--- src/rtl/riscv_core_dpath_vec_wb_seq.sv ---
// Writeback sequencer for vector ALU results. It writes a vector result into the
// vector RF one element at a time, and a reduction result into the scalar RF as one write.
module riscv_core_dpath_vec_wb_seq #(
    parameter int NELEM = 8,
    parameter int EW    = 32,
    parameter int RAW   = 5,
    localparam int EIW  = $clog2(NELEM)
) (
    input  logic                clk,
    input  logic                reset_n,
    input  logic                in_val,
    output logic                in_rdy,
    input  logic [NELEM*EW-1:0] in_data,
    input  logic [NELEM-1:0]    in_vm,
    input  logic [3:0]          in_vl,
    input  logic                in_red,
    input  logic [RAW-1:0]      in_rd,
    output logic                rf_wen,
    input  logic                rf_wrdy,
    output logic [RAW-1:0]      rf_waddr,
    output logic [EIW-1:0]      rf_welem,
    output logic [EW-1:0]       rf_wdata,
    output logic                sc_wen,
    output logic [RAW-1:0]      sc_waddr,
    output logic [EW-1:0]       sc_wdata,
    output logic                busy,
    output logic                done
);

    // Handshake: a result transfers on a rising edge where in_val and in_rdy are both 1;
    // a vector element transfers on a rising edge where rf_wen and rf_wrdy are both 1.
    typedef enum logic [1:0] {
        IDLE = 2'd0,
        VEC  = 2'd1,
        RED  = 2'd2,
        DONE = 2'd3
    } state_t;

    state_t                state_q;
    state_t                state_d;
    logic [NELEM*EW-1:0]   data_q;
    logic [RAW-1:0]        rd_q;
    logic [NELEM-1:0]      em_q;

    logic                  accept;
    logic [NELEM-1:0]      len_mask;
    logic [NELEM-1:0]      em_in;
    logic [NELEM-1:0]      em_clr;
    logic [EIW-1:0]        sel_idx;
    logic                  wr_fire;

    assign accept  = (state_q == IDLE) && in_val;
    assign wr_fire = (state_q == VEC) && rf_wrdy;

    // vl values of NELEM and above leave every element enabled.
    always_comb begin
        len_mask = '0;
        for (int i = 0; i < NELEM; i++) begin
            len_mask[i] = ({28'd0, in_vl} > 32'(i));
        end
    end

    assign em_in  = in_vm & len_mask;
    assign em_clr = em_q & (em_q - NELEM'(1));

    // Scan from the top down so that the lowest set bit wins.
    always_comb begin
        sel_idx = '0;
        for (int i = NELEM - 1; i >= 0; i--) begin
            if (em_q[i]) begin
                sel_idx = EIW'(i);
            end
        end
    end

    always_ff @(posedge clk or negedge reset_n) begin
        if (!reset_n) begin
            state_q <= IDLE;
        end else begin
            state_q <= state_d;
        end
    end

    always_comb begin
        state_d = state_q;
        case (state_q)
            IDLE: begin
                if (in_val) begin
                    if (in_red) begin
                        state_d = RED;
                    end else if (em_in != '0) begin
                        state_d = VEC;
                    end else begin
                        state_d = DONE;
                    end
                end
            end
            VEC: begin
                if (rf_wrdy && (em_clr == '0)) begin
                    state_d = DONE;
                end
            end
            RED:     state_d = DONE;
            DONE:    state_d = IDLE;
            default: state_d = IDLE;
        endcase
    end

    // A reduction ignores vm/vl, so its mask is simply left empty.
    always_ff @(posedge clk or negedge reset_n) begin
        if (!reset_n) begin
            data_q <= '0;
            rd_q   <= '0;
            em_q   <= '0;
        end else if (accept) begin
            data_q <= in_data;
            rd_q   <= in_rd;
            em_q   <= in_red ? '0 : em_in;
        end else if (wr_fire) begin
            em_q   <= em_clr;
        end
    end

    always_comb begin
        in_rdy   = 1'b0;
        rf_wen   = 1'b0;
        rf_waddr = '0;
        rf_welem = '0;
        rf_wdata = '0;
        sc_wen   = 1'b0;
        sc_waddr = '0;
        sc_wdata = '0;
        busy     = (state_q != IDLE);
        done     = 1'b0;
        case (state_q)
            IDLE: in_rdy = 1'b1;
            VEC: begin
                rf_wen   = 1'b1;
                rf_waddr = rd_q;
                rf_welem = sel_idx;
                rf_wdata = data_q[sel_idx*EW +: EW];
            end
            RED: begin
                sc_wen   = 1'b1;
                sc_waddr = rd_q;
                sc_wdata = data_q[EW-1:0];
            end
            DONE:    done = 1'b1;
            default: ;
        endcase
    end

endmodule

--- config.mk ---
export PLATFORM = sky130hd
export DESIGN_NAME = riscv_core_dpath_vec_wb_seq
export DESIGN_NICKNAME = d
export VERILOG_FILES = /design/src/rtl/riscv_core_dpath_vec_wb_seq.sv
export SDC_FILE = /design/constraint.sdc
export NUM_CORES = 1
export LEC_CHECK = 0
export ABC_AREA = 1
export BUFFER_PORTS_ARGS = -buffer_cell sky130_fd_sc_hd__buf_2
export CAP_MARGIN = 5
export CORE_MARGIN = 4
export CORE_UTILIZATION = 30
export CTS_CLUSTER_SIZE = 25
export DETAILED_ROUTE_END_ITERATION = 10
export SYNTH_ARGS = -nofsm -noshare
export SYNTH_HDL_FRONTEND = slang
export SYNTH_SLANG_ARGS = --single-unit
--- constraint.sdc ---
create_clock -name clk -period 3.18 [get_ports clk]
set_input_delay 0.954 -clock clk [delete_from_list [all_inputs] [get_ports clk]]
set_output_delay 0.954 -clock clk [all_outputs]
set_load 0.02 [all_outputs]
==> results.py <==
metrics = {
    "cells_and_area": {
        "fin_nets": 2509,
        "drive_gt1_frac": 0.347,
        "utilization": 0.445,
        "areaGrowthSynthToFinish_pct": 46.6,
    },
    "clock_tree": {
        "clk_path_buf_depth": 3,
        "ctsHoldBuffers": 0,
        "clk_pin_slew_ns": 0.06,
        "tritoncts": "yes",
        "cts_made_buffers": 34,
        "cts_max_level": 2,
        "insertion_delay_ns": 0.53,
        "cts_root_buf": "clkbuf_16",
        "cts_sinks": 271,
    },
    "sta": {
        "fmaxAchievable_mhz": 301,
        "skew_ns": 0.0267,
        "setup_viol": 32,
        "layout_setup_ws_ns": -0.140,
        "final-hold-violation-count": 0,
        "max_slew_margin": 0.549,
        "rsz0062_at_grt": "yes",
        "slew_violations": 0,
        "worst_pin_slew_ns": 0.677,
        "period_minus_slack_ns": 3.32,
        "post-route-period-util": 1.04,
    },
    "routing": {
        "drt-initial-drc-count": 1364,
        "drcViolationCount": 0,
        "dr.pass1.iters": 5,
        "wl_per_cell_um": 19.6,
        "detail-route-antenna-nets": 0,
        "via_count": 13900,
        "wl_mm": 55.7,
        "drt-vias-per-instance": 4.89,
    },
    "global_routing": {
        "overflow": 0,
        "antenna_found_initial": 8,
        "grt_pass1_vias": 13800,
        "grt_pass1_wl_mm": 81.1,
        "grt_max_degree": 122,
        "grt_use_total": 0.220,
    },
    "critical_path": {
        "r2r_cells": 7,
        "critPathKind": "reg -> out",
        "slowest_stage": "dfrtp_1",
        "crit_chain": "inv_2, nand2_1, nand2_1, nand2_1, nand2_2, nand2_4, nand2_8, nand2_8, buf_12, clkbuf_16, nand2_2, nand3_2, nand3_2, nand2_2, buf_6",
        "worstSetupStartpointType": "flop",
        "reg2reg_from": "state_q[1]",
        "cp.required_ns": 2.23,
        "crit_path_end_kind": "output pin",
        "r2r_slack_ns": 1.13,
        "critPathMaxFanout": 6,
        "arrival_ns": 2.37,
        "cp_top_family": "simple AND/OR/NAND/NOR gates",
        "critPathLaunch": "em_q[6]",
        "crit_path_max_incr_delay_ns": 0.40,
        "reg2reg_to": "data_q[250]",
        "critPathBufInv": 4,
    },
    "run_status": {
        "violations": "setup timing",
        "status": "complete, but fails checks",
    },
    "placed_design": {
        "hpwl_mm": 34.6,
        "port_buffers": 359,
        "gp_congestion": 0.900,
        "dp_slack_ns": 0.148,
    },
    "synth": {
        "ys_top_cells_by_area": "dfrtp_1 (51%), nand2_1 (29%), nand3_1 (12%)",
        "syn_area_per_cell_um2": 7.17,
        "netlist_area_mm2": 0.0134,
        "synth_seq_cells": 271,
        "synth_top_cell_by_area": "dfrtp_1",
        "yosysUniqueCellTypes": 22,
        "synth.most_common_cell": "nand2_1",
        "synth_top_area_share": 0.506,
        "synthCells": 1871,
        "syn-num-nets": 2153,
        "synth_common_cells": "nand2_1 (1025), nand3_1 (326), dfrtp_1 (271)",
        "yosysSeqAreaShare": 0.506,
        "synth_edf_count": 0,
        "async_flop_share": 1.00,
        "yosysWarningCount": 0,
        "synth-main-ff-cell": "dfrtp_1",
    },
    "run": {
        "maxCapViolCount": 0,
    },
    "floorplan": {
        "num_rows": 77,
        "pin_count": 360,
        "die_width_um": 219,
        "dieArea_mm2": 0.0481,
        "start_util": 0.303,
        "die_y_um": 219,
        "core_mm2": 0.0442,
    },
    "min_path": {
        "hold_path_class": "in -> async",
    },
    "power": {
        "leakagePower_nw": 10.6,
        "total_power_mw": 27.7,
        "p_per_area_mw_per_mm2": 1410,
        "ir_drop_uv": 782,
    },
}
worst max path at each step:
stage	cells after the start	end	slack [ns]
detailed placement	8	rf_wdata[13]	0.15
global placement	8	rf_wdata[13]	0.13
floorplan	8	rf_wdata[10]	0.44
finish	15	rf_wdata[9]	-0.14
CTS	15	rf_wdata[9]	-0.20
global route	15	rf_wdata[9]	-0.25
area by class of cell:
| cell class | count | area, µm² |
|---|---|---|
| clock buffer | 43 | 936 |
| multi-input combinational | 1411 | 7130 |
| fill | 4424 | 24600 |
| clock inverter | 16 | 244 |
| inverter | 66 | 268 |
| sequential | 271 | 6780 |
| tap | 592 | 741 |
| timing repair buffer | 443 | 3550 |
| antenna | 4 | 10.0 |
worst register-to-register path: cells and delay by family (launching register included):
| kind | cells | cell delay, ns |
|---|---|---|
| simple gates | 3 | 0.42 |
| buf+inv | 3 | 0.86 |
| flops | 1 | 0.42 |
| fa+ha+maj | 1 | 0.28 |
report_power, final:
| group | internal (mW) | switching [mW] |
|---|---|---|
| Sequential | 5.08 | 1.19 |
| Combinational | 7.12 | 10.2 |
| Clock | 2.57 | 1.57 |
| Total | 14.8 | 12.9 |
logic make-up after synthesis:
| family | synth area share |
|---|---|
| AND/OR/NAND/NOR | 0.418 |
| flip-flops | 0.506 |
| buffers and inverters | 0.0623 |
| AO/OA/AOI/OAI | 0.0106 |
| adder cells (fa/ha/maj) | 0.00373 |
what timing repair did:
action	CTS	global route
cloned	16	12
setup buffers	26	3
setup endpoints to repair	33	34
pin swaps	51	79
hold endpoints to repair	0	0
resized for setup	204	211
registers in the layout (all words and copies together) (netlist names):
name / count
data_q: 256
em_q: 8
rd_q: 5
state_q: 2
per-layer routing:
metal  track usage  vias up  share of wire
li1              -     6597              -
met1         0.313     6722           0.45
met2         0.332      508           0.45
met3        0.0533       89          0.071
met4        0.0653        6          0.028
met5             0        -        0.00086
metrics by stage:
stage	hold slack [ns]	TNS, ns	cells	instance area (µm²)
5_1_grt	0.416	-6.47	2844	19700
4_1_cts	0.386	-5.49	2829	18500
3_3_place_gp	0.462	0	2728	15900
2_1_floorplan	0.449	0	1871	13400
6_report	0.374	-2.79	2846	19700
3_5_place_dp	0.465	0	2728	15900
cell usage in the layout, fill, tap and decap left out, drive strengths merged:
| master | Yosys | final |
|---|---|---|
| a21boi | 1 | 1 |
| nand3b | 1 | 1 |
| nand3 | 326 | 326 |
| o22ai | 5 | 5 |
| clkinvlp | 0 | 4 |
| o21ai | 13 | 13 |
| nor2 | 25 | 25 |
| diode | 0 | 4 |
| clkinv | 1 | 5 |
| clkbuf | 65 | 54 |
| inv | 65 | 67 |
| nand2 | 1027 | 1030 |
| dfrtp | 271 | 271 |
| buf | 61 | 432 |
| a21oi | 5 | 5 |
| bufinv | 0 | 6 |
| ha | 4 | 4 |
| a31oi | 1 | 1 |
Power figures use the tool's default switching activity.
